## config.mk

```make
export PLATFORM = sky130hd
export DESIGN_NAME = instruction_sequencer
export DESIGN_NICKNAME = d
export VERILOG_FILES = /design/src/rtl/instruction_sequencer_pkg.sv /design/src/rtl/instruction_sequencer_exec_timer.sv /design/src/rtl/instruction_sequencer.sv
export SDC_FILE = /design/constraint.sdc
export NUM_CORES = 1
export LEC_CHECK = 0
export ABC_AREA = 1
export CAP_MARGIN = 20
export CORE_MARGIN = 3
export CORE_UTILIZATION = 46
export CTS_CLUSTER_SIZE = 24
export DETAILED_ROUTE_END_ITERATION = 7
export PLACE_DENSITY = 0.84
export SLEW_MARGIN = 15
export SYNTH_ARGS = -nofsm -noshare
export SYNTH_HDL_FRONTEND = slang
export SYNTH_SLANG_ARGS = --single-unit
export TNS_END_PERCENT = 50
```

## constraint.sdc

```tcl
create_clock -name clkInput -period 4.6 [get_ports clkInput]
set_input_delay 0.46 -clock clkInput [delete_from_list [all_inputs] [get_ports clkInput]]
set_output_delay 0.46 -clock clkInput [all_outputs]
set_load 0.02 [all_outputs]
```

## src/rtl/instruction_sequencer_pkg.sv

```systemverilog
`default_nettype none
// ============================================================================
// Module  : instruction_sequencer_pkg
// Purpose : Shared constants for the instruction sequencer: opcodes, output
//           selectors, FSM state encodings and instruction field offsets.
// Ports   : none (package)
// Rev     : 1.0  initial release
// ============================================================================
package instruction_sequencer_pkg;

    // Instruction field layout: [15:11] opcode, [10:8] selector, [7:0] address
    localparam int INSTR_W      = 16;
    localparam int OP_W         = 5;
    localparam int SEL_W        = 3;
    localparam int OP_LSB       = 11;
    localparam int SEL_LSB      = 8;

    // Opcodes
    localparam logic [OP_W-1:0] OP_NOP   = 5'b00000;
    localparam logic [OP_W-1:0] OP_PRINT = 5'b00001;
    localparam logic [OP_W-1:0] OP_LOAD  = 5'b00010;
    localparam logic [OP_W-1:0] OP_STORE = 5'b00011;
    localparam logic [OP_W-1:0] OP_EOP   = 5'b00100;
    localparam logic [OP_W-1:0] OP_LT    = 5'b01000;
    localparam logic [OP_W-1:0] OP_GT    = 5'b01001;
    localparam logic [OP_W-1:0] OP_JUMP  = 5'b01100;
    localparam logic [OP_W-1:0] OP_BEQ   = 5'b01101;
    localparam logic [OP_W-1:0] OP_BNE   = 5'b01110;
    localparam logic [OP_W-1:0] OP_ADD   = 5'b10000;
    localparam logic [OP_W-1:0] OP_SUB   = 5'b10001;
    localparam logic [OP_W-1:0] OP_OR    = 5'b10010;
    localparam logic [OP_W-1:0] OP_AND   = 5'b10011;

    // Output selectors: which architectural register the ALU result targets
    localparam logic [SEL_W-1:0] SEL_NONE = 3'b000;
    localparam logic [SEL_W-1:0] SEL_ACC  = 3'b001;
    localparam logic [SEL_W-1:0] SEL_PC   = 3'b010;
    localparam logic [SEL_W-1:0] SEL_MEM  = 3'b011;
    localparam logic [SEL_W-1:0] SEL_SEG  = 3'b100;

    // FSM states
    localparam logic [2:0] ST_FETCH      = 3'd0;
    localparam logic [2:0] ST_FETCH_WAIT = 3'd1;
    localparam logic [2:0] ST_DECODE     = 3'd2;
    localparam logic [2:0] ST_READ_WAIT  = 3'd3;
    localparam logic [2:0] ST_EXEC       = 3'd4;
    localparam logic [2:0] ST_COMMIT     = 3'd5;
    localparam logic [2:0] ST_HALT       = 3'd6;

    // Branch decision given the current condition flag
    function automatic logic branch_taken(input logic [OP_W-1:0] op, input logic flag);
        logic taken;
        taken = 1'b0;
        case (op)
            OP_JUMP: taken = 1'b1;
            OP_BEQ:  taken = flag;
            OP_BNE:  taken = ~flag;
            default: taken = 1'b0;
        endcase
        return taken;
    endfunction

endpackage : instruction_sequencer_pkg
`default_nettype wire

```

## src/rtl/instruction_sequencer_exec_timer.sv

```systemverilog
`default_nettype none
// ============================================================================
// Module  : instruction_sequencer_exec_timer
// Purpose : Loadable down-counter timing the execute window. DoneOutput is
//           high in the CYCLES-th enabled cycle after a load.
// Ports   : clkInput/rstInput  clock, async active-high reset
//           LoadInput          (re)arm the counter
//           EnableInput        count while high (EXEC state)
//           DoneOutput         last cycle of the window
// Rev     : 1.0  initial release
// ============================================================================
module instruction_sequencer_exec_timer #(
    parameter int CYCLES = 4
) (
    input  logic clkInput,
    input  logic rstInput,
    input  logic LoadInput,
    input  logic EnableInput,
    output logic DoneOutput
);

    localparam int CNT_W = $clog2(CYCLES + 1);

    logic [CNT_W-1:0] count_q;
    logic [CNT_W-1:0] count_d;

    always_comb begin
        count_d = count_q;
        if (LoadInput) begin
            count_d = CNT_W'(CYCLES - 1);
        end else if (EnableInput && (count_q != '0)) begin
            count_d = count_q - CNT_W'(1);
        end
    end

    always_ff @(posedge clkInput or posedge rstInput) begin
        if (rstInput) begin
            count_q <= '0;
        end else begin
            count_q <= count_d;
        end
    end

    assign DoneOutput = EnableInput && (count_q == '0);

endmodule : instruction_sequencer_exec_timer
`default_nettype wire

```

## src/rtl/instruction_sequencer.sv

```systemverilog
`default_nettype none
// ============================================================================
// Module  : instruction_sequencer
// Purpose : Fetch/decode/commit control stage in front of the ALU. Fetches an
//           instruction, reads its data word, holds operands for EXEC_CYCLES,
//           then commits ALU results to PC/acc/flag/RAM/display; halts on EOP.
// Ports   : clkInput, rstInput                 clock, async reset
//           InstructionInput/ProgramAddressOutput  program ROM
//           DataReadInput/DataAddressOutput/DataWriteEnableOutput/
//           DataWriteOutput                       data RAM
//           OperandOutput..ConditionFlagReadOutput  operands to ALU
//           Alu*Input                             results from ALU
//           OutputBinaryOutput, HaltOutput        display value, halted
// Rev     : 1.0  initial release
// ============================================================================
module instruction_sequencer
    import instruction_sequencer_pkg::*;
#(
    parameter int EXEC_CYCLES = 4,
    parameter int ADDR_W      = 8,
    parameter int DATA_W      = 16
) (
    input  logic              clkInput,
    input  logic              rstInput,
    input  logic [INSTR_W-1:0] InstructionInput,
    output logic [ADDR_W-1:0] ProgramAddressOutput,
    input  logic [DATA_W-1:0] DataReadInput,
    output logic [ADDR_W-1:0] DataAddressOutput,
    output logic              DataWriteEnableOutput,
    output logic [DATA_W-1:0] DataWriteOutput,
    output logic [OP_W-1:0]   OperandOutput,
    output logic [SEL_W-1:0]  OutputSelectorOutput,
    output logic [DATA_W-1:0] AccumulatorReadOutput,
    output logic [DATA_W-1:0] DataOperandOutput,
    output logic              ConditionFlagReadOutput,
    input  logic              AluConditionFlagInput,
    input  logic              AluEndFlagInput,
    input  logic [ADDR_W-1:0] AluProgramCounterInput,
    input  logic [DATA_W-1:0] AluAccumulatorInput,
    input  logic [DATA_W-1:0] AluDataInput,
    input  logic [DATA_W-1:0] AluOutputBinaryInput,
    output logic [DATA_W-1:0] OutputBinaryOutput,
    output logic              HaltOutput
);

    logic [2:0]         state_q, state_d;
    logic [ADDR_W-1:0]  pc_q, pc_d;
    logic [DATA_W-1:0]  acc_q, acc_d;
    logic               flag_q, flag_d;
    logic [DATA_W-1:0]  out_q, out_d;
    logic               halt_q, halt_d;
    logic               we_q, we_d;
    logic [DATA_W-1:0]  wdata_q, wdata_d;
    logic [INSTR_W-1:0] instr_q, instr_d;
    logic [DATA_W-1:0]  dop_q, dop_d;

    logic               timer_load;
    logic               timer_done;
    logic               exec_active;

    // Halting is decided from the decoded opcode; the ALU's end flag is
    // redundant with it and intentionally not consumed.
    logic               unused_end_flag;
    assign unused_end_flag = AluEndFlagInput;

    wire [OP_W-1:0]  op  = instr_q[OP_LSB +: OP_W];
    wire [SEL_W-1:0] sel = instr_q[SEL_LSB +: SEL_W];

    assign exec_active = (state_q == ST_EXEC);

    instruction_sequencer_exec_timer #(
        .CYCLES (EXEC_CYCLES)
    ) u_exec_timer (
        .clkInput    (clkInput),
        .rstInput    (rstInput),
        .LoadInput   (timer_load),
        .EnableInput (exec_active),
        .DoneOutput  (timer_done)
    );

    always_comb begin
        state_d    = state_q;
        pc_d       = pc_q;
        acc_d      = acc_q;
        flag_d     = flag_q;
        out_d      = out_q;
        halt_d     = halt_q;
        we_d       = 1'b0;
        wdata_d    = wdata_q;
        instr_d    = instr_q;
        dop_d      = dop_q;
        timer_load = 1'b0;

        case (state_q)
            ST_FETCH:      state_d = ST_FETCH_WAIT;
            ST_FETCH_WAIT: state_d = ST_DECODE;
            ST_DECODE: begin
                instr_d = InstructionInput;
                state_d = ST_READ_WAIT;
            end
            ST_READ_WAIT: begin
                dop_d      = DataReadInput;
                timer_load = 1'b1;
                state_d    = ST_EXEC;
            end
            ST_EXEC: begin
                // ALU results are sampled on the edge that ends the execute
                // window, while operands are still held, so that the updated
                // registers and the write strobe are visible in COMMIT.
                if (timer_done) begin
                    state_d = ST_COMMIT;
                    if (sel == SEL_ACC) acc_d = AluAccumulatorInput;
                    if (sel == SEL_SEG) out_d = AluOutputBinaryInput;
                    if (sel == SEL_MEM) begin
                        we_d    = 1'b1;
                        wdata_d = AluDataInput;
                    end
                    if ((op == OP_LT) || (op == OP_GT)) flag_d = AluConditionFlagInput;
                    if (op == OP_EOP) begin
                        halt_d = 1'b1;
                    end else if ((sel == SEL_PC) && branch_taken(op, flag_q)) begin
                        pc_d = AluProgramCounterInput;
                    end else begin
                        pc_d = pc_q + ADDR_W'(1);
                    end
                end
            end
            ST_COMMIT:     state_d = (op == OP_EOP) ? ST_HALT : ST_FETCH;
            ST_HALT:       state_d = ST_HALT;
            default:       state_d = ST_FETCH;
        endcase
    end

    always_ff @(posedge clkInput or posedge rstInput) begin
        if (rstInput) begin
            state_q <= ST_FETCH;
            pc_q    <= '0;
            acc_q   <= '0;
            flag_q  <= 1'b0;
            out_q   <= '0;
            halt_q  <= 1'b0;
            we_q    <= 1'b0;
            wdata_q <= '0;
            instr_q <= '0;
            dop_q   <= '0;
        end else begin
            state_q <= state_d;
            pc_q    <= pc_d;
            acc_q   <= acc_d;
            flag_q  <= flag_d;
            out_q   <= out_d;
            halt_q  <= halt_d;
            we_q    <= we_d;
            wdata_q <= wdata_d;
            instr_q <= instr_d;
            dop_q   <= dop_d;
        end
    end

    assign ProgramAddressOutput    = pc_q;
    // In DECODE the instruction register is not loaded yet, so the address
    // comes straight from ROM data to start the RAM read one cycle earlier.
    assign DataAddressOutput       = (state_q == ST_DECODE) ? InstructionInput[ADDR_W-1:0]
                                                            : instr_q[ADDR_W-1:0];
    assign DataWriteEnableOutput   = we_q;
    assign DataWriteOutput         = wdata_q;
    assign OperandOutput           = exec_active ? op  : OP_NOP;
    assign OutputSelectorOutput    = exec_active ? sel : SEL_NONE;
    assign AccumulatorReadOutput   = acc_q;
    assign DataOperandOutput       = dop_q;
    assign ConditionFlagReadOutput = flag_q;
    assign OutputBinaryOutput      = out_q;
    assign HaltOutput              = halt_q;

endmodule : instruction_sequencer
`default_nettype wire

```

==> run metrics <==
drc violations=0; synthesized area per cell=9.47 µm²; DRT Pass-1 Iters=5; Worst R2R End=DataOperandOutput[9]$_DFFE_PP0P_; R2R Path Start=state_q[2]$_DFFE_PP0P_; slowest CP cell=clkdlybuf4s50_1; Post-Synth Adder-Cell Area=0.894%; diodes inserted=0; final worst path period need=2.84 ns; layout cells sized above 1=8.95%; # rows=34; Hold Crit Endpoint=state_q[0]$_DFFE_PP0P_; Lkg Pwr=0.00259 µW; # setup viols final=0; Congestion Overflow GR=0; Reg2Reg Depth=3; CP max stage delay=0.54 ns; Pwr Density=566 mW/mm²; Setup crit start kind=flip-flop; crit path capture type=output pin; Initial Utilization=47.7%; via count=3667; number of global-route vias before repair=3677; Die Wd=102 µm; Vias/cell=5.00; Ys Warns=0; gp weighted congestion=0.792; CTS tree=done; io pins=183; Layout area overhead=49.0%; sequential area share after synthesis=57.8%; Die ar.=0.0103 mm²; clk root buf=clkbuf_8; post-CTS sizing=0; FF-to-FF setup slack=2.64 ns; clock sink count=97; complex-gate fraction of the synthesized area=8.11%; CP startpoint=state_q[0]$_DFFE_PP0P_; Slew Viols, Final=0; HPWL Detailed=8140 µm; cell count after synthesis=443; Critical Path AT=2.38 ns; Post-CTS Setup Bufs=0; Peak VDD IR=0.000377 V; Total GRT Usage=21.6%; worst-path cell chain=inv_1 > nand3_2 > mux2_2 > clkdlybuf4s50_1; worst-path fanout max=24; TritonCTS buffer count=9; setup TNS=0 ns; Clk Latency, worst-skew pair=0.36 ns; post-layout net count=716; Buffers on Ports=181; initial antenna violation count=0; Simple-Gate Fraction of Synth Area=21.0%; main combinational cell family by area after synthesis=simple AND/OR/NAND/NOR gates; die height=102 µm; CTS max path bufs=2; #FFs+latches synth=97; Tcrit/Tclk final=61.7%; Core ar.=0.00881 mm²; Iteration-0 DRC Markers=148; Hold Crit Depth=1; CP delay by family, top=buffers and inverters; first-pass GRT wire length=17600 µm; Worst Skew=0.0165 ns; Syn Nets=538; Clock transition at path regs=0.10 ns; slew margin rel.=33.9%; H-Tree Depth=3; Max-Cap Viols=0; Hold WS=0.489 ns; Worst Tran Pin Value=0.988 ns; Post-Synth XOR/XNOR Area=0.626%; post-synthesis mux area share=6.44%; count of cell types in the netlist=29; largest net degree at the start of global routing=60; Hold Crit Start=state_q[2]$_DFFE_PP0P_; worst path bufs/invs=2; Fmax achieved=353 MHz; RSZ-0062 raised after global routing=false; status=finished, final reports clean; Post-CTS Hold Buffers=0; WL final=11100 µm; fillcell total=653; Routed WL per cell=15.1 µm; Hold Path Class=flip-flop to flip-flop; WS Path Type=flip-flop to output pin; Cell Area, Synth=0.00420 mm²; CP required=4.14 ns; Routed Antenna Nets=0; Final Hold Fails=0
[power breakdown]
| part | leakage (µW) | internal (µW) | switching, µW |
|---|---|---|---|
| Sequential | 0.00105 | 1160 | 179 |
| Clock | 0.0000940 | 208 | 321 |
| Combinational | 0.00144 | 780 | 885 |
| Total | 0.00259 | 2150 | 1390 |
[how the worst max path moves through the flow]
stage                                                 endpoint  depth (start not counted)
after floorplan           AccumulatorReadOutput[0]$_DFFE_PP0P_                          1
after global placement                    DataAddressOutput[1]                          4
after detailed placement                  DataAddressOutput[4]                          4
after CTS                                 DataAddressOutput[4]                          4
after global routing                      DataAddressOutput[4]                          4
final                                     DataAddressOutput[4]                          4
[cells in the mapped netlist]
master    number  share of area (%)
nand2_1      136                 12
dfrtp_1       97                 58
o21ai_0       54                6.4
inv_1         31                2.8
mux2_2        24                6.4
nand3_1       22                2.6
nor2_1        22                2.0
nand4_1        9                1.3
a21oi_1        8               0.95
clkbuf_1       6               0.54
buf_2          4               0.48
buf_6          3               0.80
ha_1           3               0.89
inv_2          3               0.27
nor2_4         3               0.80
clkbuf_2       2               0.24
nand2_2        2               0.30
nor2_2         2               0.30
xor2_1         2               0.42
a211oi_1       1               0.18
a22oi_1        1               0.18
nand2_4        1               0.27
nand3_2        1               0.24
nor2_8         1               0.48
nor3_1         1               0.12
nor3_4         1               0.39
o211ai_1       1               0.18
o21bai_1       1               0.18
xnor2_1        1               0.21
[per-stage QoR]
step | std cells | setup WS, ns | instance area [µm²] | utilization, % | power [µW]
2_1_floorplan | 443 | 1.61 | 4200 | - | 2240
3_3_place_gp | 718 | 2.24 | 6070 | 68.9 | 2980
3_5_place_dp | 718 | 2.18 | 6070 | 68.9 | 3040
4_1_cts | 734 | 1.77 | 6250 | 71.0 | 3570
5_1_grt | 734 | 1.66 | 6250 | 71.0 | 3770
6_report | 734 | 1.76 | 6250 | 71.0 | 3540
[layout by cell type (no fill, tap or decap), drive strengths merged]
master         netlist  routed
mux2                24      24
buf                  7       1
o21bai               1       1
xor2                 2       2
clkbuf               8       9
nand3               23      23
o211ai               1       1
a211oi               1       1
nor3                 2       2
clkinvlp             0       1
clkinv               0       2
o21ai               54      54
a21oi                8       8
dfrtp               97      97
inv                 34      38
nand4                9       9
nand2              139     139
ha                   3       3
a22oi                1       1
xnor2                1       1
nor2                28      28
clkdlybuf4s50        0     181
[registers in the layout (all words and copies together), names as in the netlist, 3 cells and up]
signal	cells
state_q	3
u_exec_timer.count_q	3
instr_q	16
DataOperandOutput	16
ProgramAddressOutput	8
DataWriteOutput	16
OutputBinaryOutput	16
AccumulatorReadOutput	16
[layout make-up]
type	instances	area (µm²)	share of cell area, %
clock inverter	7	61.3	0.981
tap	108	135	2.16
clock buffer	9	124	1.98
inverter	34	130	2.08
sequential	97	2430	38.8
timing repair buffer	182	1820	29.1
multi-input combinational	297	1560	24.9
[cell families (layout without fill, tap and decap cells)]
kind of cell    Yosys count  in the layout
xor+xnor                  3              3
compound gates           66             66
buf+inv                  49            232
fa+ha+maj                 3              3
mux                      24             24
simple gates            201            201
flops                    97             97
[worst register-to-register path: cells and delay by family (launching register included)]
family	cells	cell delay, ns
AND/OR/NAND/NOR	1	0.72
multiplexers	1	0.56
flip-flops	1	0.41
buffers and inverters	1	0.15
[routing by layer]
layer  GRT usage [%]  part of all wire (%)  vias up
met5               0                     0        -
met4            7.06                   1.8        0
met3            7.44                   9.0       16
met2            35.2                    49      139
met1            27.1                    40     1724
li1                -                     -     1788
No activity file was read; power rests on OpenSTA's default activity.
